===== src/rtl/addsub_bist.sv =====
// Self-test engine for a small add/subtract unit: sweeps operand vectors,
// checks each result against a built-in golden model and reports the outcome.
module addsub_bist #(
  parameter int unsigned WIDTH  = 4,
  parameter int unsigned MAX_OP = 7,
  parameter int unsigned SETTLE = 1,
  parameter int unsigned ERR_W  = 8
) (
  input  logic             clk,
  input  logic             rst_n,
  input  logic             start,
  output logic [1:0]       select_o,
  output logic [WIDTH-1:0] a_o,
  output logic [WIDTH-1:0] b_o,
  input  logic [WIDTH-1:0] o_i,
  output logic             busy,
  output logic             done,
  output logic             pass,
  output logic [ERR_W-1:0] err_count,
  output logic             fail_valid,
  output logic [1:0]       fail_sel,
  output logic [WIDTH-1:0] fail_a,
  output logic [WIDTH-1:0] fail_b,
  output logic [WIDTH-1:0] fail_got
);

  localparam logic [1:0] S_IDLE  = 2'd0;
  localparam logic [1:0] S_WAIT  = 2'd1;
  localparam logic [1:0] S_CHECK = 2'd2;
  localparam logic [1:0] S_DONE  = 2'd3;

  localparam int unsigned      CNT_W    = (SETTLE > 1) ? $clog2(SETTLE) : 1;
  localparam logic [CNT_W-1:0] CNT_LAST = CNT_W'(SETTLE - 1);
  localparam logic [WIDTH-1:0] MAX_V    = WIDTH'(MAX_OP);

  logic [1:0]       state, state_nxt;
  logic [CNT_W-1:0] cnt, cnt_nxt;
  logic [1:0]       select_nxt;
  logic [WIDTH-1:0] a_nxt, b_nxt;
  logic             busy_nxt, done_nxt, pass_nxt;
  logic [ERR_W-1:0] err_nxt;
  logic             fail_valid_nxt;
  logic [1:0]       fail_sel_nxt;
  logic [WIDTH-1:0] fail_a_nxt, fail_b_nxt, fail_got_nxt;

  logic [WIDTH-1:0] expect_c;
  logic             mismatch_c;
  logic             last_vec_c;

  // Golden result from the registered operands; only add/sub are ever issued.
  always_comb begin
    expect_c   = select_o[0] ? (a_o - b_o) : (a_o + b_o);
    mismatch_c = (o_i != expect_c);
    last_vec_c = select_o[0] && (a_o == MAX_V) && (b_o == (MAX_V - WIDTH'(1)));
  end

  // State register and all registered outputs.
  always_ff @(posedge clk or negedge rst_n) begin
    if (!rst_n) begin
      state      <= S_IDLE;
      cnt        <= '0;
      select_o   <= '0;
      a_o        <= '0;
      b_o        <= '0;
      busy       <= 1'b0;
      done       <= 1'b0;
      pass       <= 1'b0;
      err_count  <= '0;
      fail_valid <= 1'b0;
      fail_sel   <= '0;
      fail_a     <= '0;
      fail_b     <= '0;
      fail_got   <= '0;
    end else begin
      state      <= state_nxt;
      cnt        <= cnt_nxt;
      select_o   <= select_nxt;
      a_o        <= a_nxt;
      b_o        <= b_nxt;
      busy       <= busy_nxt;
      done       <= done_nxt;
      pass       <= pass_nxt;
      err_count  <= err_nxt;
      fail_valid <= fail_valid_nxt;
      fail_sel   <= fail_sel_nxt;
      fail_a     <= fail_a_nxt;
      fail_b     <= fail_b_nxt;
      fail_got   <= fail_got_nxt;
    end
  end

  // Next-state, vector sequencing and result bookkeeping.
  always_comb begin
    state_nxt      = state;
    cnt_nxt        = cnt;
    select_nxt     = select_o;
    a_nxt          = a_o;
    b_nxt          = b_o;
    busy_nxt       = busy;
    done_nxt       = done;
    pass_nxt       = pass;
    err_nxt        = err_count;
    fail_valid_nxt = fail_valid;
    fail_sel_nxt   = fail_sel;
    fail_a_nxt     = fail_a;
    fail_b_nxt     = fail_b;
    fail_got_nxt   = fail_got;

    case (state)
      S_IDLE, S_DONE: begin
        if (start) begin
          state_nxt      = S_WAIT;
          cnt_nxt        = '0;
          select_nxt     = 2'b00;
          a_nxt          = '0;
          b_nxt          = '0;
          busy_nxt       = 1'b1;
          done_nxt       = 1'b0;
          pass_nxt       = 1'b0;
          err_nxt        = '0;
          fail_valid_nxt = 1'b0;
          fail_sel_nxt   = '0;
          fail_a_nxt     = '0;
          fail_b_nxt     = '0;
          fail_got_nxt   = '0;
        end
      end

      S_WAIT: begin
        if (cnt == CNT_LAST) begin
          state_nxt = S_CHECK;
        end else begin
          cnt_nxt = cnt + CNT_W'(1);
        end
      end

      S_CHECK: begin
        if (mismatch_c) begin
          if (err_count != '1) begin
            err_nxt = err_count + ERR_W'(1);
          end
          if (!fail_valid) begin
            fail_valid_nxt = 1'b1;
            fail_sel_nxt   = select_o;
            fail_a_nxt     = a_o;
            fail_b_nxt     = b_o;
            fail_got_nxt   = o_i;
          end
        end

        if (last_vec_c) begin
          // Operands stay on the last vector while results are held.
          state_nxt = S_DONE;
          busy_nxt  = 1'b0;
          done_nxt  = 1'b1;
          pass_nxt  = (err_nxt == '0);
        end else begin
          state_nxt = S_WAIT;
          cnt_nxt   = '0;
          if (!select_o[0]) begin
            // Add phase: full square of operands, then switch to subtract.
            if (b_o == MAX_V) begin
              b_nxt = '0;
              if (a_o == MAX_V) begin
                select_nxt = 2'b01;
                a_nxt      = WIDTH'(1);
              end else begin
                a_nxt = a_o + WIDTH'(1);
              end
            end else begin
              b_nxt = b_o + WIDTH'(1);
            end
          end else begin
            // Subtract phase: b < a only, so no result underflows.
            if (b_o == (a_o - WIDTH'(1))) begin
              b_nxt = '0;
              a_nxt = a_o + WIDTH'(1);
            end else begin
              b_nxt = b_o + WIDTH'(1);
            end
          end
        end
      end

      default: state_nxt = S_IDLE;
    endcase
  end

endmodule


===== config.mk =====
export PLATFORM = sky130hd
export DESIGN_NAME = addsub_bist
export DESIGN_NICKNAME = d
export VERILOG_FILES = /design/src/rtl/addsub_bist.sv
export SDC_FILE = /design/constraint.sdc
export NUM_CORES = 1
export LEC_CHECK = 0
export CELL_PAD_IN_SITES_DETAIL_PLACEMENT = 0
export CELL_PAD_IN_SITES_GLOBAL_PLACEMENT = 1
export CORE_UTILIZATION = 36
export DETAILED_ROUTE_END_ITERATION = 16
export PLACE_DENSITY_LB_ADDON = 0.1
export SETUP_SLACK_MARGIN = 0.4
export SYNTH_ARGS = -nofsm -noshare
export SYNTH_HDL_FRONTEND = slang
export SYNTH_SLANG_ARGS = --single-unit

===== constraint.sdc =====
create_clock -name clk -period 2.9 [get_ports clk]
set_input_delay 0.29 -clock clk [delete_from_list [all_inputs] [get_ports clk]]
set_output_delay 0.29 -clock clk [all_outputs]
set_load 0.02 [all_outputs]

==> impl_results.md, run 1 <==
* Synth cell types at 52
* Pin count of the biggest net entering global routing at 37
* Hold buffers post-CTS at 0
* Post-synth top flop: dfrtp_1
* Static Leak at 1.53 nW
* Die Wd at 81.8 um
* Skew final at 0.00718 ns
* Share of layout cells above drive strength 1 at 24.8%
* Layout area overhead at 41.5%
* Final period util at 98.7%
* CP delay by family, top: adder cells
* DIE HEIGHT at 81.8 um
* Post-synth EDFFs at 0
* Die area at 6690 um^2
* Clock tree buffer depth at 2
* Yosys top cell area share at 39.3%
* Critical-path cell list: inv_2 -> ha_4 -> mux2i_4 -> fa_1 -> xnor2_2 -> nand3_2 -> a2111oi_4 -> buf_4 -> nor3_4 -> nand2_1 -> mux2_4 -> a22o_1
* Syn Std Cell Area at 2290 um^2
* Grt ovf at 0
* Max Slew Vio Count at 0
* Status: completed
* Internal Pwr Total at 1.03 mW
* First-pass GRT wire length at 9.74 mm
* Fin nets at 330
* CTS buffer count at 5
* Worst EP required at 3.09 ns
* Mapped Cells at 243
* Slowest cell on crit path: fa_1
* Clk pwr share at 25.4%
* Slew @ Worst Pin at 0.856 ns
* IO Port Bufs at 40
* Worst flop-to-flop path startpoint: b_o[1]
* Root Driver: clkbuf_8
* DRC Markers at 0
* N_diodes at 0
* DP Wirelength at 4.27 mm
* Endpoints failing setup at 0
* CORE AREA at 6030 um^2
* Crit path from: b_o[1]
* Initial Utilization at 38.0%
* Type of the most critical hold path: input pin to asynchronous set/reset pin
* CP Launch Type: register
* Power Dens Cells at 475 nW/um^2
* Max Cap Viol at 0
* Final min period at 2.86 ns
* FF-to-FF setup slack at 0.04 ns
* Vias in the first global route at 1869
* Placed Instance Area at 2940 um^2
* Std cell rows at 28
* Reg power frac at 42.1%
* Fraction of registers with async set/reset at 100%
* Final setup margin at 0.0386 ns
* CTS tree: built
* Max incr delay on CP at 0.48 ns
* Setup crit end kind: register
* Synth top area cells: dfrtp_1 39%, ha_1 6.6%, a22o_1 4.2%, nand2_1 3.6%, mux2i_1 3.5%
* H-Tree Depth at 2
* Vias per std cell at 5.34
* Cell taking the most area after synthesis: dfrtp_1
* Clock Latency Late Sink at 0.29 ns
* Hold Fails Final Rpt at 0
* Critical Path Fanout Max at 6
* Synth Register Bits at 36
* Slew HR at 42.9%
* Routed Antenna Nets at 0
* Drt pass-1 iters at 4
* I/O pins at 43
* Synthesized area per cell at 9.43 um^2
* Drt total wl at 6.12 mm
* Placer congestion estimate at 0.800
* Detailed router's first-iteration violation count at 84
* Finished layout cell area at 3240 um^2
* Sw Ratio at 33.2%
* Synth warn at 0
* Peak supply drop at 0.311 mV
* Clock tree sinks at 36
* Worst Path Buf+Inv at 2
* Setup TNS at 0 ns
* Combinational power share at 32.5%
* Max Clock Freq at 349 MHz
* Initial antenna violation count at 0
* Critical path type: register to register
* Stages on worst setup path at 12
* Place WS at -0.0863 ns
* RSZ-0062 raised after global routing: yes
* Vias at 2062
* Clk pin slew, worst setup/hold paths at 0.08 ns
* Switching power at 0.513 mW
* Filler instances at 578
* Gr usage total at 19.7%
* Sequential cell area fraction in the yosys report at 39.3%
* WL/cell at 15.9 um
* R2r worst-path depth at 12
* Arrival @ worst endpoint at 3.05 ns
-- registers in the layout, summed over array words and instances (netlist names) --
| name | cells |
|---|---|
| err_count | 8 |
| busy | 1 |
| fail_sel | 1 |
| fail_a | 4 |
| select_o | 1 |
| a_o | 4 |
| pass | 1 |
| b_o | 4 |
| fail_valid | 1 |
| done | 1 |
| state | 2 |
| fail_b | 4 |
| fail_got | 4 |
-- area by class of cell --
cell class	count	area, um^2	share of cell area, %
multi-input combinational	180	1440	44.3
tap	75	93.8	2.89
clock buffer	6	82.6	2.55
inverter	15	56.3	1.74
timing repair buffer	72	654	20.2
clock inverter	2	15.0	0.463
sequential	36	906	27.9
-- timing repair --
action / 4_1_cts / 5_1_grt
gates resized for setup: 17 / 15
endpoints found under the setup margin: 24 / 24
setup buffers: 4 / 7
pin swaps: 11 / 18
-- final timing paths --
kind	endpoint
min in group clk	busy
worst min register to register	busy
max in group asynchronous	a_o[1]
worst min-delay path	err_count[6]
worst max register to register	err_count[4]
worst max-delay path	err_count[4]
-- kinds of logic after synthesis --
family | after synthesis | share of synthesized area, %
other cells | 1 | 0.164
mux | 13 | 5.95
flops | 36 | 39.3
buf+inv | 28 | 5.68
fa+ha+maj | 13 | 7.42
compound gates | 50 | 15.9
xor+xnor | 10 | 5.08
simple gates | 92 | 20.5
-- stage by stage --
| step | util, % | cells | hold slack (ns) | power (mW) |
|---|---|---|---|---|
| floorplan | - | 244 | -0.00559 | 0.913 |
| global placement | 48.7 | 367 | 0.449 | 1.09 |
| detailed placement | 48.7 | 367 | 0.450 | 1.09 |
| CTS | 51.9 | 379 | 0.131 | 1.51 |
| global route | 53.8 | 386 | 0.173 | 1.62 |
| finish | 53.8 | 386 | 0.102 | 1.54 |
-- power by group through the flow --
stage               Combinational [mW]  Clock (mW)  Sequential [mW]
global route                     0.537       0.421            0.660
finish                           0.501       0.393            0.649
detailed placement               0.439           0            0.651
CTS                              0.464       0.401            0.644
floorplan                        0.221           0            0.692
global placement                 0.434           0            0.656
-- layout by cell type, fill, tap and decap left out, drive strengths merged, types with 2 or more instances in the layout --
cell and instances:
xor2 2, nand4 2, a21oi 4, nand2 22, conb 2, nand2b 3
o21ai 15, clkdlybuf4s50 39, and3 6, nand3b 3, or2 3, buf 33
clkinvlp 2, dfrtp 36, o31ai 5, mux2 5, a31oi 2, ha 12
or3 3, clkbuf 6, a2111oi 2, nor2b 6, mux2i 8, nor2 20
o21a 2, nor3 10, xnor2 6, nand3 7, a22o 11, inv 15
nor3b 2
-- Yosys cell counts (all sizes together), types with 2 or more instances --
cell type and number:
or3 3, nand2 22, xnor2 6, mux2i 8, dfrtp 36, and3 6, xor2 2, nand2b 3
inv 15, clkbuf 7, o31ai 5, nand3b 3, o21ai 15, a2111oi 2, nor3b 2, o21a 2
nor2 20, nand3 7, nor3 10, buf 6, mux2 5, a22o 11, ha 12, nor2b 6
a21oi 4, or2 3, nand4 2, a31oi 2
-- per-layer routing --
metal,wire (um),global-route usage (%),share of wire [%],vias up
met5,0,0,0,-
met4,67,6.32,1.1,0
met3,205,3.56,3.3,5
met2,2700,28.3,44,39
met1,3150,29.5,51,1023
li1,-,-,-,995
No activity file was read; power rests on OpenSTA's default activity.
==> inputs of run 2 (changes only) <==
Settings changed: CORE_UTILIZATION 36 to 44, CTS_BUF_LIST set to sky130_fd_sc_hd__clkbuf_8.
Clock period 2.9 ns to 3.45 ns, I/O delays scaled along.
==> run 2 against run 1 <==
- clock power shrank 5%
- sequential share of layout area grew 2.0 points
- final cell count shrank 6.7%
- flip-flop and latch count is the same
- register-to-register slack gained 0.49 ns
- design area shrank 7.0%
==> impl_results.md, run 2 (same netlist as run 1, synthesis figures left out) <==
* CTS buffer count at 5
* Multi-input gate area at 1360 um^2
* Setup crit end kind: register
* CP delay by family, top: simple AND/OR/NAND/NOR gates
* Hold Fails Final Rpt at 0
* Initial antenna violation count at 0
* Critical path type: register to register
* N_diodes at 0
* Peak supply drop at 0.278 mV
* Initial Utilization at 47.0%
* DIE HEIGHT at 74.2 um
* Static Leak at 1.38 nW
* M1 WL at 2.83 mm
* Max Clock Freq at 343 MHz
* Worst flop-to-flop path startpoint: b_o[0]
* Final min period at 2.92 ns
* Slew HR at 34.0%
* Metal3 WL at 232 um
* Clock tree buffer depth at 2
* FF-to-FF setup slack at 0.53 ns
* Vias in the first global route at 1904
* RSZ-0062 raised after global routing: no
* Reg2reg end: pass
* Power Total at 1.28 mW
* Filler instances at 452
* WL/cell at 15.7 um
* Final setup margin at 0.533 ns
* Vias per std cell at 5.46
* Std cell rows at 25
* H-Tree Depth at 2
* CP Launch Type: register
* Slew @ Worst Pin at 0.990 ns
* Type of the most critical hold path: input pin to asynchronous set/reset pin
* Vias at 1966
* Clk pin slew, worst setup/hold paths at 0.08 ns
* Routed wl met2 at 2.55 mm
* Clock tree sinks at 36
* Pin count of the biggest net entering global routing at 37
* Max incr delay on CP at 0.42 ns
* Placer congestion estimate at 0.811
* Sw Ratio at 31.8%
* Fin cells at 360
* Arrival @ worst endpoint at 3.12 ns
* IO Port Bufs at 40
* CTS tree: built
* Uppermost layer routed: met4
* Placed Cells at 348
* DP Wirelength at 3.95 mm
* Commonest non-fill, non-tap cell in the layout: clkdlybuf4s50_1
* Stages on worst setup path at 12
* Final period util at 84.5%
* Internal Pwr Total at 0.874 mW
* Gr usage total at 23.1%
* Reg with most FFs: err_count
* Worst EP required at 3.65 ns
* Grt ovf at 0
* Clk pwr share at 29.2%
* Clock Latency Late Sink at 0.29 ns
* Fin nets at 312
* Layout area overhead at 31.6%
* Die area at 5500 um^2
* Max Slew Vio Count at 0
* Critical-path cell list: inv_2 -> ha_4 -> mux2i_4 -> fa_2 -> xnor3_1 -> nand3_2 -> a2111oi_4 -> or2_4 -> buf_4 -> o31ai_4 -> nand4_1 -> a221oi_2
* Routed Antenna Nets at 0
* Setup TNS at 0 ns
* R2r worst-path depth at 12
* Max reg flops at 8
* Placed Instance Area at 2800 um^2
* Commonest non-fill, non-tap cells in the layout: 39 x clkdlybuf4s50_1, 34 x dfrtp_1, 22 x nand2_1
* Max Cap Viol at 0
* Detailed router's first-iteration violation count at 127
* Root Driver: clkbuf_8
* CORE AREA at 4880 um^2
* Slowest cell on crit path: dfrtp_2
* Skew final at 0.00617 ns
* Power Dens Cells at 425 nW/um^2
* Worst Path Buf+Inv at 2
* Share of layout cells above drive strength 1 at 15.7%
* Hold buffers post-CTS at 0
* Switching power at 0.407 mW
* Critical Path Fanout Max at 8
* Endpoints failing setup at 0
* Status: completed
* I/O pins at 43
* Place WS at 0.201 ns
* Combinational power share at 28.4%
* Drt total wl at 5.65 mm
* Drt pass-1 iters at 4
* Finished layout cell area at 3020 um^2
* Die Wd at 74.2 um
* Sequential cell area at 903 um^2
* Reg power frac at 42.3%
* DRC Markers at 0
* First-pass GRT wire length at 9.49 mm
run 2: cell types whose count changed in the layout (fill, tap and decap cells not counted), sizes merged:
cell      before  now
buf           33   15
bufinv         0    1
clkbuf         6    5
clkinv         0    1
clkinvlp       2    1
run 2: how the worst max path moves through the flow:
| stage | startpoint | to | slack [ns] |
|---|---|---|---|
| finish | b_o[0] | pass | 0.53 |
| global route | b_o[0] | pass | 0.38 |
| CTS | b_o[0] | err_count[4] | 0.41 |
| detailed placement | b_o[1] | fail_got[3] | 0.20 |
| global placement | b_o[1] | pass | 0.35 |
| floorplan | b_o[0] | pass | 0.43 |
run 2: area by class of cell:
| cell class | instances | area share (%) |
|---|---|---|
| Clock inverter | 3 | 1.41 |
| Sequential cell | 36 | 29.9 |
| Multi-Input combinational cell | 180 | 45.0 |
| Tap cell | 67 | 2.78 |
| Inverter | 15 | 1.87 |
| Clock buffer | 5 | 2.28 |
| Timing Repair Buffer | 54 | 16.7 |
run 2: layer usage:
metal  global-route usage, %  vias up
met2                    34.4       49
met4                    5.98        0
met3                    4.88        4
li1                        -      962
met1                    34.1      951
met5                       0        -
run 2: power groups by stage:
stage               Sequential, mW  Clock, mW  Combinational [mW]
detailed placement           0.548          0               0.361
global placement             0.546          0               0.353
finish                       0.542      0.374               0.364
CTS                          0.540      0.380               0.364
floorplan                    0.581          0               0.176
global route                 0.554      0.401               0.397
run 2: through the flow:
step                      utilization [%]  hold slack, ns
final                                61.8           0.143
after global routing                 61.8           0.224
after CTS                            60.8           0.167
after detailed placement             57.4           0.483
after global placement               57.4           0.478
after floorplan                         -          0.0494
run 2: timing repair:
item	in CTS	in global routing
endpoints found under the setup margin	18	22
gates resized for setup	4	10
endpoints found under the hold margin	0	0
pin swaps	2	5
buffers inserted	4	0
run 2: worst register-to-register path, stage by stage (launching register included):
cell and delay [ns]:
dfrtp_2 0.42, inv_2 0.09, ha_4 0.21, mux2i_4 0.19
fa_2 0.24, xnor3_1 0.40, nand3_2 0.14, a2111oi_4 0.05
or2_4 0.31, buf_4 0.17, o31ai_4 0.23, nand4_1 0.13
a221oi_2 0.26
==> inputs of run 3 (changes only) <==
Settings changed: CORE_UTILIZATION 44 to 37.
Clock period 3.45 ns to 2.3 ns, I/O delays scaled along.
==> run 3 against run 2 <==
- the flow now finishes with violations (setup timing)
- clock skew is 0.0018 ns lower
- count of clock-buffer cells in the layout is 2 higher
- final cell count is 13% higher
- non-clock buffer count is 37 higher
- largest cell class unchanged
==> impl_results.md, run 3 (same netlist as run 1, synthesis figures left out) <==
* Commonest non-fill, non-tap cells in the layout: 40 x buf_4, 39 x clkdlybuf4s50_1, 30 x dfrtp_1
* IO Port Bufs at 40
* Initial Utilization at 38.5%
* DIE HEIGHT at 80.7 um
* Clock Latency Late Sink at 0.29 ns
* CORE AREA at 5960 um^2
* Hold_ws at 0.0370 ns
* Crit path from: b_o[0]
* Fin util at 59.5%
* Worst EP required at 2.50 ns
* Critical path type: register to register
* Place WS at -0.655 ns
* Vias per std cell at 5.24
* Share of layout cells above drive strength 1 at 34.5%
* Gr usage total at 21.0%
* Final period util at 128%
* Max Cap Viol at 0
* Drt total wl at 6.42 mm
* Routed Antenna Nets at 0
* Commonest non-fill, non-tap cell in the layout: buf_4
* Hold Fails Final Rpt at 0
* Max Slew Vio Count at 0
* First-pass GRT wire length at 10.2 mm
* Peak supply drop at 0.365 mV
* Grt ovf at 0
* Reg with most FFs: err_count
* Multi-input gate area at 1550 um^2
* Detailed router's first-iteration violation count at 93
* Die area at 6510 um^2
* Layout area overhead at 54.6%
* Placer congestion estimate at 0.821
* Power Total at 2.02 mW
* Setup crit end kind: register
* Static Leak at 1.64 nW
* Initial antenna violation count at 0
* Max reg flops at 8
* Critical Path Fanout Max at 8
* Pin count of the biggest net entering global routing at 37
* RSZ-0062 raised after global routing: yes
* CTS buffer count at 5
* Root Driver: clkbuf_8
* H-Tree Depth at 2
* DRC Markers at 0
* WL/cell at 15.8 um
* Skew final at 0.00441 ns
* Clk pin slew, worst setup/hold paths at 0.07 ns
* Type of the most critical hold path: input pin to asynchronous set/reset pin
* Max Clock Freq at 341 MHz
* Arrival @ worst endpoint at 3.13 ns
* Clock tree buffer depth at 2
* I/O pins at 43
* Worst flop-to-flop path startpoint: b_o[0]
* Filler instances at 547
* Final min period at 2.93 ns
* Vias at 2123
* Final setup margin at -0.633 ns
* Std cell rows at 28
* Clock tree sinks at 36
* DP Wirelength at 4.55 mm
* CTS tree: built
* Fin nets at 349
* Drt pass-1 iters at 4
* Status: finished, violations left
* Power Dens Cells at 570 nW/um^2
* Slew @ Worst Pin at 0.827 ns
* Setup TNS at -11.90 ns
* Sequential cell area at 908 um^2
* N_diodes at 0
* Slew HR at 44.9%
* CP Launch Type: register
* Endpoints failing setup at 23
* Vias in the first global route at 2056
* Failing checks: setup timing
* Die Wd at 80.7 um
[run 3: where the power goes]
group	switching [mW]	leakage, nW	internal [mW]
Combinational	0.350	1.15	0.414
Clock	0.230	0.0557	0.269
Sequential	0.0580	0.435	0.698
Total	0.637	1.64	1.38
[run 3: per-layer routing]
layer	GRT usage [%]	share of wire [%]	wire [um]
met5	0	0	0
met3	3.86	3.7	236
met2	31.5	45	2870
met1	30.7	50	3240
met4	5.36	1.1	70
[run 3: final cells by class]
cell class	instances	share of cell area [%]
tap	75	2.65
sequential	36	25.6
inverter	15	1.66
clock buffer	7	2.72
multi-input combinational	180	43.8
timing repair buffer	91	23.5
clock inverter	1	0.106
[run 3: metrics by stage]
stage / instances / cell area, um^2
3_3_place_gp: 389 / 3150
5_1_grt: 405 / 3540
6_report: 405 / 3540
3_5_place_dp: 389 / 3150
2_1_floorplan: 244 / 2400
4_1_cts: 401 / 3390
[run 3: final timing paths]
path / to / slack, ns / depth (start not counted)
max reg2reg: pass / -0.63 / 11
max in group asynchronous: a_o[0] / 1.70 / 1
min: err_count[6] / 0.04 / 1
max: pass / -0.63 / 11
min in group clk: fail_got[1] / 0.51 / 1
min reg2reg: fail_got[1] / 0.51 / 1
[run 3: critical path, cell delays in order, from the launching register on]
cell       delay [ns]
dfrtp_2          0.42
inv_2            0.08
ha_4             0.21
mux2i_4          0.17
fa_1             0.47
xnor2_2          0.16
nand3_2          0.14
a2111oi_4        0.33
or2_4            0.24
nor2b_1          0.06
o41a_1           0.32
a221oi_2         0.23
[run 3: what timing repair did]
action	CTS	global route
setup buffers	4	4
setup endpoints to repair	33	32
hold buffers	0	0
pin swaps	6	12
resized for setup	27	27
endpoints found under the hold margin	0	0
